<file path="src/rtl/gf_comb_pkg.sv">
`default_nettype none
// ============================================================================
//  Module      : gf_comb_pkg
//  Description : Shared sizes and sequencer states for the layer-combination
//                fit loop (combination sweep, mux select, result collection).
//  Revision    : 1.0  initial release
// ============================================================================
package gf_comb_pkg;

    localparam int NCOMB = 6;
    localparam int SEL_W = 3;
    localparam int MAP_W = 5;
    localparam int CHI_W = 16;
    localparam int LAT   = 2;

    typedef enum logic [1:0] {
        IDLE  = 2'd0,
        ISSUE = 2'd1,
        DRAIN = 2'd2,
        DONE  = 2'd3
    } state_t;

endpackage
`default_nettype wire

</file>
<file path="src/rtl/sel_delay_line.sv">
`default_nettype none
// ============================================================================
//  Module      : sel_delay_line
//  Description : LAT-deep shift register carrying {valid, index} so that a
//                consumer of the mux output knows which index each result is.
//  Revision    : 1.0  initial release
// ============================================================================
module sel_delay_line #(
    parameter int LAT = 2,
    parameter int W   = 3
) (
    input  logic         clock,
    input  logic         reset,
    input  logic         in_valid,
    input  logic [W-1:0] in_data,
    output logic         out_valid,
    output logic [W-1:0] out_data
);

    logic [LAT-1:0] r_valid;
    logic [W-1:0]   r_data [LAT];

    always_ff @(posedge clock) begin
        if (reset) begin
            r_valid <= '0;
            for (int i = 0; i < LAT; i++) begin
                r_data[i] <= '0;
            end
        end else begin
            r_valid[0] <= in_valid;
            r_data[0]  <= in_data;
            for (int i = 1; i < LAT; i++) begin
                r_valid[i] <= r_valid[i-1];
                r_data[i]  <= r_data[i-1];
            end
        end
    end

    assign out_valid = r_valid[LAT-1];
    assign out_data  = r_data[LAT-1];

endmodule
`default_nettype wire

</file>
<file path="src/rtl/hitlc_comb_seq.sv">
`default_nettype none
// ============================================================================
//  Module      : hitlc_comb_seq
//  Description : Steps sel_chi through all combinations, collects the delayed
//                fit results and keeps the passing one with the lowest chi2.
//  Revision    : 1.0  initial release
// ============================================================================
module hitlc_comb_seq #(
    parameter int NCOMB = gf_comb_pkg::NCOMB,
    parameter int LAT   = gf_comb_pkg::LAT,
    parameter int CHI_W = gf_comb_pkg::CHI_W
) (
    input  logic                          clock,
    input  logic                          reset,
    input  logic                          start,
    output logic                          busy,
    output logic [gf_comb_pkg::SEL_W-1:0] sel_chi,
    input  logic [gf_comb_pkg::MAP_W-1:0] hitmap_in,
    input  logic [gf_comb_pkg::MAP_W-1:0] lcmap_in,
    input  logic [CHI_W-1:0]              chi2_in,
    input  logic                          chi2_ok,
    output logic                          done,
    output logic                          found,
    output logic [gf_comb_pkg::SEL_W-1:0] best_sel,
    output logic [gf_comb_pkg::MAP_W-1:0] best_hitmap,
    output logic [gf_comb_pkg::MAP_W-1:0] best_lcmap,
    output logic [CHI_W-1:0]              best_chi2
);

    import gf_comb_pkg::*;

    localparam logic [SEL_W-1:0] c_last = SEL_W'(NCOMB - 1);

    state_t             r_state;
    state_t             w_state_nxt;
    logic [SEL_W-1:0]   r_idx;
    logic               w_accept;
    logic               w_issue;
    logic               w_dly_valid;
    logic [SEL_W-1:0]   w_dly_idx;
    logic               w_take;

    logic               r_found;
    logic [SEL_W-1:0]   r_best_sel;
    logic [MAP_W-1:0]   r_best_hitmap;
    logic [MAP_W-1:0]   r_best_lcmap;
    logic [CHI_W-1:0]   r_best_chi2;

    assign w_issue = (r_state == ISSUE);

    sel_delay_line #(
        .LAT (LAT),
        .W   (SEL_W)
    ) u_sel_delay (
        .clock     (clock),
        .reset     (reset),
        .in_valid  (w_issue),
        .in_data   (r_idx),
        .out_valid (w_dly_valid),
        .out_data  (w_dly_idx)
    );

    always_comb begin
        w_state_nxt = r_state;
        w_accept    = 1'b0;
        case (r_state)
            IDLE: begin
                if (start) begin
                    w_accept    = 1'b1;
                    w_state_nxt = ISSUE;
                end
            end
            ISSUE: begin
                if (r_idx == c_last) begin
                    w_state_nxt = DRAIN;
                end
            end
            // The last issued index emerging from the delay line ends the drain.
            DRAIN: begin
                if (w_dly_valid && (w_dly_idx == c_last)) begin
                    w_state_nxt = DONE;
                end
            end
            DONE: begin
                w_accept    = start;
                w_state_nxt = start ? ISSUE : IDLE;
            end
            default: w_state_nxt = IDLE;
        endcase
    end

    always_ff @(posedge clock) begin
        if (reset) begin
            r_state <= IDLE;
            r_idx   <= '0;
        end else begin
            r_state <= w_state_nxt;
            if (w_accept) begin
                r_idx <= '0;
            end else if (w_issue) begin
                r_idx <= (r_idx == c_last) ? '0 : r_idx + 1'b1;
            end
        end
    end

    // Strict less-than: on a tie the earlier (lower) index is kept.
    assign w_take = w_dly_valid && chi2_ok && (!r_found || (chi2_in < r_best_chi2));

    always_ff @(posedge clock) begin
        if (reset || w_accept) begin
            r_found       <= 1'b0;
            r_best_sel    <= '0;
            r_best_hitmap <= '0;
            r_best_lcmap  <= '0;
            r_best_chi2   <= '1;
        end else if (w_take) begin
            r_found       <= 1'b1;
            r_best_sel    <= w_dly_idx;
            r_best_hitmap <= hitmap_in;
            r_best_lcmap  <= lcmap_in;
            r_best_chi2   <= chi2_in;
        end
    end

    assign busy        = (r_state == ISSUE) || (r_state == DRAIN);
    assign done        = (r_state == DONE);
    assign sel_chi     = r_idx;
    assign found       = r_found;
    assign best_sel    = r_best_sel;
    assign best_hitmap = r_best_hitmap;
    assign best_lcmap  = r_best_lcmap;
    assign best_chi2   = r_best_chi2;

endmodule
`default_nettype wire
</file>
<file path="config.mk">
export PLATFORM = sky130hd
export DESIGN_NAME = hitlc_comb_seq
export DESIGN_NICKNAME = d
export VERILOG_FILES = /design/src/rtl/gf_comb_pkg.sv /design/src/rtl/sel_delay_line.sv /design/src/rtl/hitlc_comb_seq.sv
export SDC_FILE = /design/constraint.sdc
export NUM_CORES = 1
export LEC_CHECK = 0
export CORE_ASPECT_RATIO = 1.5
export CORE_UTILIZATION = 25
export DETAILED_ROUTE_END_ITERATION = 7
export GPL_TIMING_DRIVEN = 0
export PLACE_DENSITY_LB_ADDON = 0.08
export SLEW_MARGIN = 25
export SYNTH_ARGS = -nofsm -noshare
export SYNTH_HDL_FRONTEND = slang
export SYNTH_HIERARCHICAL = 1
export SYNTH_SLANG_ARGS = --single-unit
export TNS_END_PERCENT = 20
</file>
<file path="constraint.sdc">
create_clock -name clock -period 2.55 [get_ports clock]
set_input_delay 0.6375 -clock clock [delete_from_list [all_inputs] [get_ports clock]]
set_output_delay 0.6375 -clock clock [all_outputs]
set_load 0.01 [all_outputs]
</file>
### Word-level counts from Yosys, hierarchy flattened

Memories as Yosys holds them, arrays and structs flattened.
Index checks and enable logic that the tools add are counted.

| cells by class | value |
|---|---|
| magnitude comparators | 1 |
| eq/ne operators | 8 |
| bitwise logic cells | 2 |
| reduce and logical (&&, ||, !) cells | 10 |
| add/subtract/negate cells | 1 |
| mux-type cells | 13 |

Operators with widths:

| cell | number |
|---|---|
| $lt A16 B16 Y1 | 1 |
| $mux W3 | 3 |
| $pmux W2 S4 | 1 |
| $eq A3 B3 Y1 const B | 2 |
| $mux W2 | 3 |
| $ne A2 B2 Y1 const B | 3 |
| $mux W1 | 5 |
| $eq A2 B2 Y1 const B | 2 |
| $add A3 B1 Y3 const B | 1 |
| $logic_and A1 B1 Y1 | 3 |
| $logic_or A1 B1 Y1 | 3 |
| $reduce_and A3 Y1 | 1 |
| $eq A2 B1 Y1 const B | 1 |
| $logic_not A2 Y1 | 1 |
| $or A1 B1 Y1 | 2 |
| $pmux W1 S2 | 1 |
| $reduce_or A2 Y1 | 1 |
| $logic_not A1 Y1 | 1 |

| word-level totals | value |
|---|---|
| register bits after elaboration | 37 |
| memory bits (writable) | 6 |
| word-level logic and storage cells | 44 |
| memories kept | 1 |

Memory list:

| memory | words | bits a word | rd ports | clocked after memory_dff | write ports | RTL line | RTL |
|---|---|---|---|---|---|---|---|
| u_sel_delay.r_data | 2 | 3 | 2 | 0 | 2 | sel_delay_line.sv:21 | `logic [W-1:0] r_data [LAT];` |

### Longest topological paths before layout

| logic depth | value |
|---|---|
| depth in word-level cells | 4 |
| gate-level depth with buffers | 10 |
| depth with buffers taken out | 8 |

### Cells and area by module

Netlist, hierarchy kept.

By module, submodules not included:

| module | cells an instance | area each (sq um) | times used |
|---|---|---|---|
| hitlc_comb_seq | 257 | 2169.6 | 1 |
| sel_delay_line | 19 | 232.7 | 1 |

### Least setup slack after synthesis

No wires, ideal clock.

| timing path | value |
|---|---|
| path type | in2reg |
| from | input chi2_in[13] |
| to | register r_best_hitmap[2] (netlist: best_hitmap[2]) |
| arrival time | 2.024 ns |
| stages on the path | 9 |
| buffers on the path | 2 |
| setup slack | 0.406 ns |
| data required time | 2.430 ns |
| setup time | 0.120 ns |
| cell sequence | ha_1 nand4_1 nor3_1 nor4_4 nand2_1 buf_4 buf_6 o211ai_1 nand2_1 |

| on the way | value |
|---|---|
| cells in the longest elaborated chain, start to end | 3 |

RTL lines:

| item | RTL line | RTL |
|---|---|---|
| start: declaration | hitlc_comb_seq.sv:20 | `input logic [CHI_W-1:0] chi2_in,` |
| $lt A16 B16 Y1 | hitlc_comb_seq.sv:107 | `assign w_take = w_dly_valid && chi2_ok && (!r_found \|\| (chi2_in < r_best_chi2));` |
| $logic_or A1 B1 Y1 | hitlc_comb_seq.sv:107 |  |
| $logic_and A1 B1 Y1 | hitlc_comb_seq.sv:107 |  |
| end signal: assignment | hitlc_comb_seq.sv:119 | `r_best_hitmap <= hitmap_in;` |
| end: declaration | hitlc_comb_seq.sv:45 | `logic [MAP_W-1:0] r_best_hitmap;` |

Every way passes these cells.
A chain may end at the register's enable or synchronous reset.

### Worst setup path in the final report

| timing path | value |
|---|---|
| from | input chi2_in[11] |
| to | register r_best_lcmap[1] (netlist: best_lcmap[1]) |

| on the way | value |
|---|---|
| cells in the longest elaborated chain, start to end | 3 |

RTL lines:

| item | RTL line | RTL |
|---|---|---|
| $lt A16 B16 Y1 | hitlc_comb_seq.sv:107 |  |
| $logic_or A1 B1 Y1 | hitlc_comb_seq.sv:107 |  |
| $logic_and A1 B1 Y1 | hitlc_comb_seq.sv:107 |  |
| end signal: assignment | hitlc_comb_seq.sv:120 | `r_best_lcmap <= lcmap_in;` |
| end: declaration | hitlc_comb_seq.sv:46 | `logic [MAP_W-1:0] r_best_lcmap;` |

Every way passes these cells.

==> metrics <==
outcome=completed; initial core utilization=25.8%; crit-path max FO=10; CTS Buf Count=5; Fillers=998; unrepaired setup endpoints after global routing=no; Synth Area in Compound Gates=26.6%; Reg area=around 860 um^2; port buffer count=between 60 and 70; pre-CTS setup slack=-0.602 ns; CP required=2.73 ns; Cell Area, Synth=between 0.002 and 0.0025 mm^2; hpwl dp=just over 5 mm; first-pass GRT wire length=~11 mm; peak supply drop=roughly 0.42 mV; final worst setup slack=0.173 ns; vias in the first global route=2158; simple-gate area share of the yosys netlist=about 16%; via count=between 2000 and 2500; Yosys reg bits=43; DR WL/cell=approximately 15 um; clk slew on worst S/H paths=0.06 ns; Comb power frac=between 30% and 40%; gr ovfl total=0; Synth Area in Adders=10.4%; MaxCap Viol Count=0; layout cell share with drive strength beyond 1=14.0%; vias per inst=just under 5; xor/xnor share of the synthesized area=less than 1%; power density over the cells=between 600 and 700 mW/mm^2; largest family of logic cells by synthesized area=compound AO/OA/AOI/OAI gates; largest net degree at the start of global routing=14; share of the synthesized area in the top cell type=between 30 and 40%; Async S/R FF share, synth=0%; Skew-Pair Late Insertion Delay=around 0.29 ns; count of different cell masters after synthesis=35; Final Hold Violating Endpoints=0; Sum Neg Setup Slack=0 ns; YS warnings=6; sw frac=32.9%; io pins=65; core area=0.00931 mm^2; Worst Path Arrival=2.55 ns; Slew Limit Fails=0; clk root buf=clkbuf_16; Syn-to-layout area delta=41.7%; Syn Nets=roughly 330; Post-synth top cells=43 x dfxtp_1, 35 x inv_1, 35 x o211ai_1; DR iter-0 viols=69; final setup vio count=0; Clock power frac=around 30%; Final #Nets=399; H-tree depth=2; Overall Global Routing Usage=between 10% and 20%; gate count after technology mapping=276; Slew headroom=62.9%; cell taking the most area after synthesis=dfxtp_1; TritonCTS clock tree=done; CTS Hold Bufs=0; antenna cells=0; Synth Flop Type=dfxtp_1; 1st-pass router iterations=4; Synth area leaders=dfxtp_1 36%, o211ai_1 11%, ha_1 10%; CP Launch Type=input port; gpl congestion=between 0.7 and 0.8; Post-DRT Antenna Nets=0; clk_skew=a little over 0.008 ns; minimum clock period=approximately 2.4 ns; Die W=a little over 80 um; Pleak=1.53 nW; fin cells=462; Placed Cells incl. Taps=roughly 450; Slew @ Worst Pin=~0.56 ns; sequential area share after synthesis=roughly 36%; Net Sw Power=about 0.70 mW; Hold Path Class=flop to flop; post-synthesis mux area share=0%; hold slack=between 0.4 and 0.5 ns; Cell Rows=between 40 and 50; CTS Buffer Depth=2; Internal=~1.4 mW; Final Cycle Share=slightly above 90%; Die Ht=122 um; antenna violations before repair=0; most common cell in the netlist=dfxtp_1; Crit. End Element=flop; final WL=approximately 6.8 mm; die area=~0.01 mm^2; Avg Inst Size Synth=slightly below 9 um^2; EDFF count, synth=0; DRC viols=0; Clock Sinks=43; multi-input logic area=around 0.0014 mm^2; sequential power share=a little under two fifths; Worst Setup Path Type=input port to flop; Total Power=roughly 2.1 mW; maximum clock rate=around 420 MHz
## stage by stage
stage               utilization [%]  area [um^2]
floorplan                         -         2400
global placement               34.2         3180
detailed placement             34.2         3180
CTS                            36.2         3370
global route                   36.6         3400
finish                         36.6         3400
## flip-flops by register name, summed over array words and instances (netlist names)
name and count:
sel_chi 3, r_state 2, found 1, u_sel_delay/r_valid 2, best_sel 3, best_hitmap 5, u_sel_delay/r_data 6, best_lcmap 5
best_chi2 16
## path summary, 6_finish.rpt
kind,startpoint,end,slack (ns),cells past startpoint
max reg2reg,r_state[0],best_lcmap[1],0.41,8
min reg2reg,u_sel_delay/r_data[0][0],u_sel_delay/r_data[0][3],0.44,1
max,chi2_in[11],best_lcmap[1],0.17,10
min,u_sel_delay/r_data[0][0],u_sel_delay/r_data[0][3],0.44,1
## cells by family (layout without fill, tap and decap cells)
kind of cell               Yosys count  after routing
adders and majority gates           20             20
buffers and inverters               56            130
and+or+nand+nor                     77             77
AOI/OAI and AO/OA                   79             79
xor gates and xnor gates             1              1
DFF                                 43             43
## power by group through the flow
stage | Combinational (mW) | Clock, mW | Sequential, mW
4_1_cts | 0.699 | 0.664 | 0.788
6_report | 0.697 | 0.631 | 0.786
3_5_place_dp | 0.681 | 0 | 0.803
3_3_place_gp | 0.675 | 0 | 0.801
2_1_floorplan | 0.404 | 0 | 0.808
5_1_grt | 0.786 | 0.696 | 0.796
## layout make-up
cell class / count / share of cell area, %
Buffer: 21 / 3.71
Clock inverter: 2 / 0.368
Inverter: 35 / 3.86
Multi-Input combinational cell: 177 / 39.7
Clock buffer: 6 / 3.79
Tap cell: 112 / 4.12
Timing Repair Buffer: 66 / 19.1
Sequential cell: 43 / 25.3
## routing by layer
layer / global-route usage, % / vias to the layer above / part of all wire, %
li1: - / 1131 / -
met1: 16.6 / 1031 / 41
met2: 25.5 / 53 / 51
met3: 3.15 / 9 / 5.0
met4: 6.36 / 0 / 2.1
met5: 0 / - / 0
## critical path: stages
cell and delay, ns:
clkdlybuf4s50_1 0.54, ha_4 0.23, nand2_2 0.10, nor3_2 0.06, nor4_4 0.31, nand2_2 0.14
buf_6 0.16, buf_6 0.13, o211ai_1 0.16, nand2_1 0.06
## cell usage in the layout (no fill, tap or decap), types with 11 or more instances in the layout
cell type,synthesis,routed
o22a_1,13,13
nand2_1,31,29
dfxtp_1,43,43
clkdlybuf4s50_1,0,59
nand4_1,15,15
o211ai_2,11,11
inv_1,35,35
ha_1,20,18
o211ai_1,35,35
## timing repair
| item | 4_1_cts | 5_1_grt |
|---|---|---|
| gates resized for setup | 14 | 5 |
| pin swaps | 7 | 1 |
| endpoints found under the setup margin | 29 | 28 |
| gates cloned | 1 | 0 |
| buffers inserted | 1 | 0 |
(Power assumes the default switching activity.)
